### src/rtl/puf_ctrl_pkg.sv
// Shared types and default sizing for the arbiter PUF evaluation sequencer.
package puf_ctrl_pkg;

    localparam int CHAL_W_DEF     = 32;
    localparam int NUM_EVAL_DEF   = 32;
    localparam int SETTLE_CYC_DEF = 4;
    localparam int PULSE_CYC_DEF  = 2;
    localparam int SAMPLE_CYC_DEF = 3;

    typedef enum logic [2:0] {
        IDLE,
        SETTLE,
        PULSE_HI,
        PULSE_LO,
        DONE
    } puf_state_e;

    function automatic int max3(input int a, input int b, input int c);
        int m;
        m = (a > b) ? a : b;
        return (m > c) ? m : c;
    endfunction

endpackage

### src/rtl/puf_resp_sync.sv
// Two-flop synchronizer for the raw PUF response.
module puf_resp_sync (
    input  logic iclk,
    input  logic irst_n,
    input  logic iasync,
    output logic osync
);

    logic meta;

    always_ff @(posedge iclk or negedge irst_n) begin
        if (!irst_n) begin
            meta  <= 1'b0;
            osync <= 1'b0;
        end else begin
            meta  <= iasync;
            osync <= meta;
        end
    end

endmodule

### src/rtl/puf_eval_ctrl.sv
// Holds one challenge on the PUF, fires NUM_EVAL pulses and
// collects the synchronized response after each one.
module puf_eval_ctrl
    import puf_ctrl_pkg::*;
#(
    parameter int CHAL_W     = CHAL_W_DEF,
    parameter int NUM_EVAL   = NUM_EVAL_DEF,
    parameter int SETTLE_CYC = SETTLE_CYC_DEF,
    parameter int PULSE_CYC  = PULSE_CYC_DEF,
    parameter int SAMPLE_CYC = SAMPLE_CYC_DEF
) (
    input  logic                            iclk,
    input  logic                            irst_n,
    input  logic                            ichal_valid,
    output logic                            ichal_ready,
    input  logic [CHAL_W-1:0]               ichallenge,
    input  logic                            iabort,
    output logic [CHAL_W-1:0]               opuf_challenge,
    output logic                            opuf_pulse,
    input  logic                            ipuf_response,
    output logic                            oresult_valid,
    input  logic                            iresult_ready,
    output logic [NUM_EVAL-1:0]             oresp_vec,
    output logic [$clog2(NUM_EVAL+1)-1:0]   oones_cnt,
    output logic                            oresp_bit,
    output logic                            ostable
);

    localparam int CNT_W = $clog2(NUM_EVAL + 1);
    localparam int IDX_W = (NUM_EVAL > 1) ? $clog2(NUM_EVAL) : 1;
    localparam int CYC_W =
        $clog2(max3(SETTLE_CYC, PULSE_CYC, SAMPLE_CYC) + 1);

    localparam logic [CYC_W-1:0] SETTLE_LD = CYC_W'(SETTLE_CYC - 1);
    localparam logic [CYC_W-1:0] PULSE_LD  = CYC_W'(PULSE_CYC - 1);
    localparam logic [CYC_W-1:0] SAMPLE_LD = CYC_W'(SAMPLE_CYC - 1);
    localparam logic [IDX_W-1:0] LAST_IDX  = IDX_W'(NUM_EVAL - 1);

    puf_state_e       state;
    logic [CYC_W-1:0] cyc;
    logic [IDX_W-1:0] eval_idx;
    logic             resp_sync;
    logic             cyc_done;
    logic             abort_now;

    puf_resp_sync u_sync (
        .iclk   (iclk),
        .irst_n (irst_n),
        .iasync (ipuf_response),
        .osync  (resp_sync)
    );

    assign cyc_done    = (cyc == '0);
    assign ichal_ready = (state == IDLE);
    assign abort_now   = iabort &&
                         (state inside {SETTLE, PULSE_HI, PULSE_LO});

    // Consumers qualify these with oresult_valid.
    assign oresp_bit = (oones_cnt > CNT_W'(NUM_EVAL / 2));
    assign ostable   = (oones_cnt == '0) ||
                       (oones_cnt == CNT_W'(NUM_EVAL));

    always_ff @(posedge iclk or negedge irst_n) begin
        if (!irst_n) begin
            state          <= IDLE;
            cyc            <= '0;
            eval_idx       <= '0;
            opuf_challenge <= '0;
            opuf_pulse     <= 1'b0;
            oresult_valid  <= 1'b0;
            oresp_vec      <= '0;
            oones_cnt      <= '0;
        end else if (abort_now) begin
            // Partial results stay visible until the next accept.
            state      <= IDLE;
            opuf_pulse <= 1'b0;
            cyc        <= '0;
        end else begin
            unique case (state)
                IDLE: begin
                    if (ichal_valid) begin
                        opuf_challenge <= ichallenge;
                        eval_idx       <= '0;
                        oresp_vec      <= '0;
                        oones_cnt      <= '0;
                        cyc            <= SETTLE_LD;
                        state          <= SETTLE;
                    end
                end
                SETTLE: begin
                    if (cyc_done) begin
                        opuf_pulse <= 1'b1;
                        cyc        <= PULSE_LD;
                        state      <= PULSE_HI;
                    end else begin
                        cyc <= cyc - CYC_W'(1);
                    end
                end
                PULSE_HI: begin
                    if (cyc_done) begin
                        opuf_pulse <= 1'b0;
                        cyc        <= SAMPLE_LD;
                        state      <= PULSE_LO;
                    end else begin
                        cyc <= cyc - CYC_W'(1);
                    end
                end
                PULSE_LO: begin
                    if (cyc_done) begin
                        oresp_vec[eval_idx] <= resp_sync;
                        oones_cnt <= oones_cnt + CNT_W'(resp_sync);
                        if (eval_idx == LAST_IDX) begin
                            oresult_valid <= 1'b1;
                            cyc           <= '0;
                            state         <= DONE;
                        end else begin
                            eval_idx   <= eval_idx + IDX_W'(1);
                            opuf_pulse <= 1'b1;
                            cyc        <= PULSE_LD;
                            state      <= PULSE_HI;
                        end
                    end else begin
                        cyc <= cyc - CYC_W'(1);
                    end
                end
                DONE: begin
                    if (iresult_ready) begin
                        oresult_valid <= 1'b0;
                        cyc           <= '0;
                        state         <= IDLE;
                    end
                end
                default: begin
                    state <= IDLE;
                end
            endcase
        end
    end

endmodule
### config.mk
export PLATFORM = sky130hd
export DESIGN_NAME = puf_eval_ctrl
export DESIGN_NICKNAME = d
export VERILOG_FILES = /design/src/rtl/puf_ctrl_pkg.sv /design/src/rtl/puf_resp_sync.sv /design/src/rtl/puf_eval_ctrl.sv
export SDC_FILE = /design/constraint.sdc
export NUM_CORES = 1
export LEC_CHECK = 0
export ABC_AREA = 0
export CORE_ASPECT_RATIO = 1.4
export CORE_UTILIZATION = 35
export CTS_CLUSTER_SIZE = 20
export DETAILED_ROUTE_END_ITERATION = 8
export GPL_TIMING_DRIVEN = 0
export SETUP_SLACK_MARGIN = 0.15
export SLEW_MARGIN = 10
export SYNTH_ARGS = -nofsm -noshare
export SYNTH_HDL_FRONTEND = slang
export SYNTH_SLANG_ARGS = --single-unit
### constraint.sdc
create_clock -name iclk -period 6.41 [get_ports iclk]
set_clock_uncertainty 0.15 [all_clocks]
set_input_delay 1.923 -clock iclk [delete_from_list [all_inputs] [get_ports iclk]]
set_output_delay 1.923 -clock iclk [all_outputs]
set_load 0.01 [all_outputs]
---- Word-level counts from Yosys, hierarchy flattened ----
Index checks and enable logic that the tools add are counted.
Widths: inputs -> output; s select.
storage, ports and cells
  register bits ........................... 85
  input bits .............................. 38
  output and inout bits ................... 75
cells by class
  add/subtract/negate cells ............... 3
  order comparisons ....................... 3
  equal/unequal tests ..................... 17
  multiplexer cells ....................... 38
  bitwise gates (word level) .............. 1
  reductions and logical operators ........ 18
operator list
  operator             count
  $mux 32              2
  $pmux 32 s2          1
  $mux 3               12
  $bwmux 32            1
  $pmux 3 s5           2
  $reduce_and 5->1     4
  $mux 5               3
  $ne 3x3->1 const B   5
  $mux 6               2
  $pmux 6 s2           1
  $mux 1               10
  $pmux 5 s2           1
  $ne 2x2->1 const B   4
  $add 6x1->6          1
  $eq 3x2->1 const B   2
  $eq 6x6->1 const B   1
  $gt 6x5->1 const B   1
  $logic_not 3->1      2
  $logic_not 6->1      1
  $lt 5x6->1 const B   1
  $reduce_and 3->1     2
  $reduce_bool 6->1    1
  $add 5x1->5 const B  1
  $demux 1 s5          1
  16 further kinds     18

---- Longest topological paths before layout ----
  depth in word-level cells ............... 7
  depth in mapped cells ................... 8
  gate-level depth less buffers ........... 7

---- Cells and area by module ----
Synthesis repeated with hierarchy kept, for this count alone.
unflattened totals
  cell total of the unflattened synthesis .. 429
  area, all modules ....................... 4028.9 µm²
by module, submodules not included
  module         times used  cells each  area each (µm²)  seq. area each (µm²)
  puf_eval_ctrl  1           427         3978.8           2077.0
  puf_resp_sync  1           2           50.0             50.0

---- Worst setup path after synthesis ----
No wires, ideal clock.
  path type ............................... register -> output
  start point ............................. reg oones_cnt[2]
  end point ............................... out oresp_bit
  arrival time ............................ 1.196 ns
  required time ........................... 4.337 ns
  path slack .............................. 3.141 ns
  cell stages (with the launch flop) ...... 3
  path buffers ............................ 0
  path through ............................ dfrtp_1 or4_1 a21o_1
on the way
  longest elaborated chain between the ends .. 1
RTL lines
  element                 RTL line              source
  start, declared         puf_eval_ctrl.sv:24   output logic [$clog2(NUM_EVAL+1)-1:0] oones_cnt,
  start signal, assigned  puf_eval_ctrl.sv:111  oones_cnt <= oones_cnt + CNT_W'(resp_sync);
  $gt 6x5->1              puf_eval_ctrl.sv:59   assign oresp_bit = (oones_cnt > CNT_W'(NUM_EVAL / 2));
  end, declared           puf_eval_ctrl.sv:25   output logic oresp_bit,
Every way passes these cells.

---- Worst setup path after layout ----
Ends and elaborated chain as after synthesis.

==> impl_metrics.json <==
{
  "ys_top_cells_by_area": "dfrtp_1 52%, mux2_2 9.4%, o31ai_1 5.9%, a21oi_1 4.7%, o21ai_1 3.9%",
  "finalSetupTns_ns": 0,
  "yosys_warnings": 0,
  "synth-edff-count": 0,
  "syn_inst": 360,
  "area_growth_pct": 39.4,
  "ys_async_sr_fraction_pct": 100,
  "slew_viol_final": 0,
  "synth_nets": 405,
  "hold_buffers": 0,
  "outcome": "completed",
  "ys_ff_latch": 85,
  "critPathArrivalTime_ns": 2.00,
  "die_area_mm2": 0.0121,
  "p_clk_share_pct": 22.8,
  "drive_gt1_share_pct": 16.0,
  "cts_max_level": 3,
  "track_usage_pct": 18.6,
  "pwr-share-seq_pct": 35.0,
  "fillers": 1040,
  "ant_nets": 0,
  "syn_area_per_cell_um2": 11.3,
  "insertion_delay_ns": 0.34,
  "hpwl_mm": 7.60,
  "core_mm2": 0.0113,
  "synth.most_common_cell": "dfrtp_1",
  "powerDensity_mw_per_mm2": 378,
  "synth-seq-area-share_pct": 52.2,
  "ir_worst_vdd_uv": 206,
  "dr.first_iter.drc_count": 142,
  "portBuffers": 112,
  "critPathMaxFanout": 4,
  "vias": 3448,
  "drc_errors": 0,
  "switchingPower_uw": 747,
  "final_util_pct": 50.1,
  "dominantRegCellSynth": "dfrtp_1",
  "ios": 113,
  "tightest_slew_ns": 0.668,
  "grt_pass1_wl_mm": 17.5,
  "yosys.area.top_type": "dfrtp_1",
  "drv_cap": 0,
  "gp_congestion": 0.879,
  "cts_resized": 0,
  "critPathKind": "reg2out",
  "start_util_pct": 35.9,
  "die_h_um": 130,
  "viasPerCell": 5.45,
  "maxSlewHeadroom_pct": 55.2,
  "start_kind": "flop",
  "hold_violations": 0,
  "clockRootBuffer": "clkbuf_16",
  "timing.critical_path.cells": "or4_1, a21o_1, clkdlybuf4s50_1",
  "clock_sinks": 85,
  "grt_pass1_vias": 3424,
  "synthDistinctLibCells": 53,
  "grt_max_degree": 48,
  "num_rows": 46,
  "crit_path_end_kind": "output pin",
  "tritoncts": "yes",
  "setup_viol": 0,
  "switching_share_pct": 34.8,
  "synth.top_cell.area_share_pct": 52.2,
  "cts-buffers-inserted": 9,
  "syn_area_mm2": 0.00408,
  "die_x_um": 93.2,
  "max_freq_mhz": 246,
  "min_path_type": "reg2reg",
  "p_comb_share_pct": 42.2,
  "period_share_pct": 63.5,
  "cts_setup_buffers": 0,
  "nNetsFinal": 529,
  "critical_path_required_ns": 4.34,
  "drt-wirelength-per-cell_um": 16.9,
  "wirelength_mm": 10.7,
  "intPower_uw": 1400,
  "cpPeakStageDelay_ns": 0.55,
  "synth_common_cells": "85 x dfrtp_1, 38 x a21oi_1, 34 x mux2_2",
  "rsz0062_at_grt": "false",
  "firstDrtPassIters": 4,
  "cellLeakagePower_uw": 0.00235,
  "n_antenna_cell": 0,
  "grt_overflow": 0,
  "cpMaxStageDelayCell": "or4_1",
  "clkTransAtPathRegs_ns": 0.06,
  "antenna_found_initial": 0,
  "cts_max_path_buffers": 2,
  "min_period_ns": 4.07
}
## worst max-delay path: cells and delay by family, from the launching register on
kind / cells / cell delay, ns
DFF: 1 / 0.45
AOI/OAI and AO/OA: 1 / 0.19
buffers and inverters: 1 / 0.47
and+or+nand+nor: 1 / 0.55
## worst paths after layout
path / startpoint / end / slack, ns / depth (start not counted)
worst min-delay path: u_sync.meta / u_sync.osync / 0.20 / 0
max in group asynchronous: irst_n / state[1] / 4.08 / 2
worst max-delay path: oones_cnt[2] / oresp_bit / 2.34 / 3
worst min register to register: u_sync.meta / u_sync.osync / 0.20 / 0
worst max register to register: eval_idx[0] / eval_idx[0] / 3.79 / 7
min in group asynchronous: irst_n / oresp_vec[17] / 1.41 / 1
## layer usage
layer  global-route usage [%]  vias to the layer above  share of wire [%]
met5                        0                        -                  0
met4                     9.77                        0                2.3
met3                     4.17                       19                6.6
met2                     31.3                      142                 50
met1                     22.1                     1690                 41
li1                         -                     1597                  -
## per-stage QoR
step | power [uW] | instances | hold WS, ns | cell area (um^2) | worst slack [ns]
2_1_floorplan | 1260 | 360 | 0.181 | 4080 | 3.14
3_3_place_gp | 1650 | 616 | 0.191 | 5380 | 0.0720
3_5_place_dp | 1660 | 617 | 0.198 | 5400 | 2.36
4_1_cts | 2170 | 633 | 0.202 | 5680 | 2.31
5_1_grt | 2270 | 633 | 0.208 | 5680 | 2.28
6_report | 2150 | 633 | 0.200 | 5680 | 2.34
## cells in the final DEF (no fill, tap or decap), types with 6 or more instances in the layout
master           instances
a21oi_1                 38
nor2_1                  11
o31ai_1                 32
o21ai_1                 32
inv_1                    6
o21ai_0                  7
mux2_2                  34
clkdlybuf4s50_1        111
nand2_1                  7
buf_2                   10
dfrtp_1                 85
clkbuf_1                16
ha_1                     7
clkbuf_16                9
## registers in the layout (all words and copies together), names as in the netlist
signal / count
opuf_challenge: 32
u_sync.osync: 1
oresult_valid: 1
oresp_vec: 32
oones_cnt: 6
eval_idx: 5
opuf_pulse: 1
u_sync.meta: 1
cyc: 3
state: 3
## logic make-up after synthesis
group / synth area share [%]
XOR/XNOR: 0.645
flip-flops: 52.2
buffers and inverters: 3.62
AO/OA/AOI/OAI: 19.3
multiplexers: 9.40
AND/OR/NAND/NOR: 12.7
adder cells (fa/ha/maj): 2.15
## cell type report
cell class	instances	area (um^2)	area share, %
sequential	85	2130	37.4
multi-input combinational	242	1800	31.7
timing repair buffer	113	1150	20.2
clock buffer	12	256	4.52
tap	144	180	3.17
buffer	27	125	2.20
clock inverter	4	22.5	0.396
inverter	6	22.5	0.396
## power groups by stage
stage	clock (uW)	combinational (uW)	sequential [uW]
floorplan	0	458	806
global placement	0	894	757
detailed placement	0	904	761
CTS	506	910	754
global route	520	981	771
finish	491	906	752
Note: power is estimated with default switching activity, not from simulation.
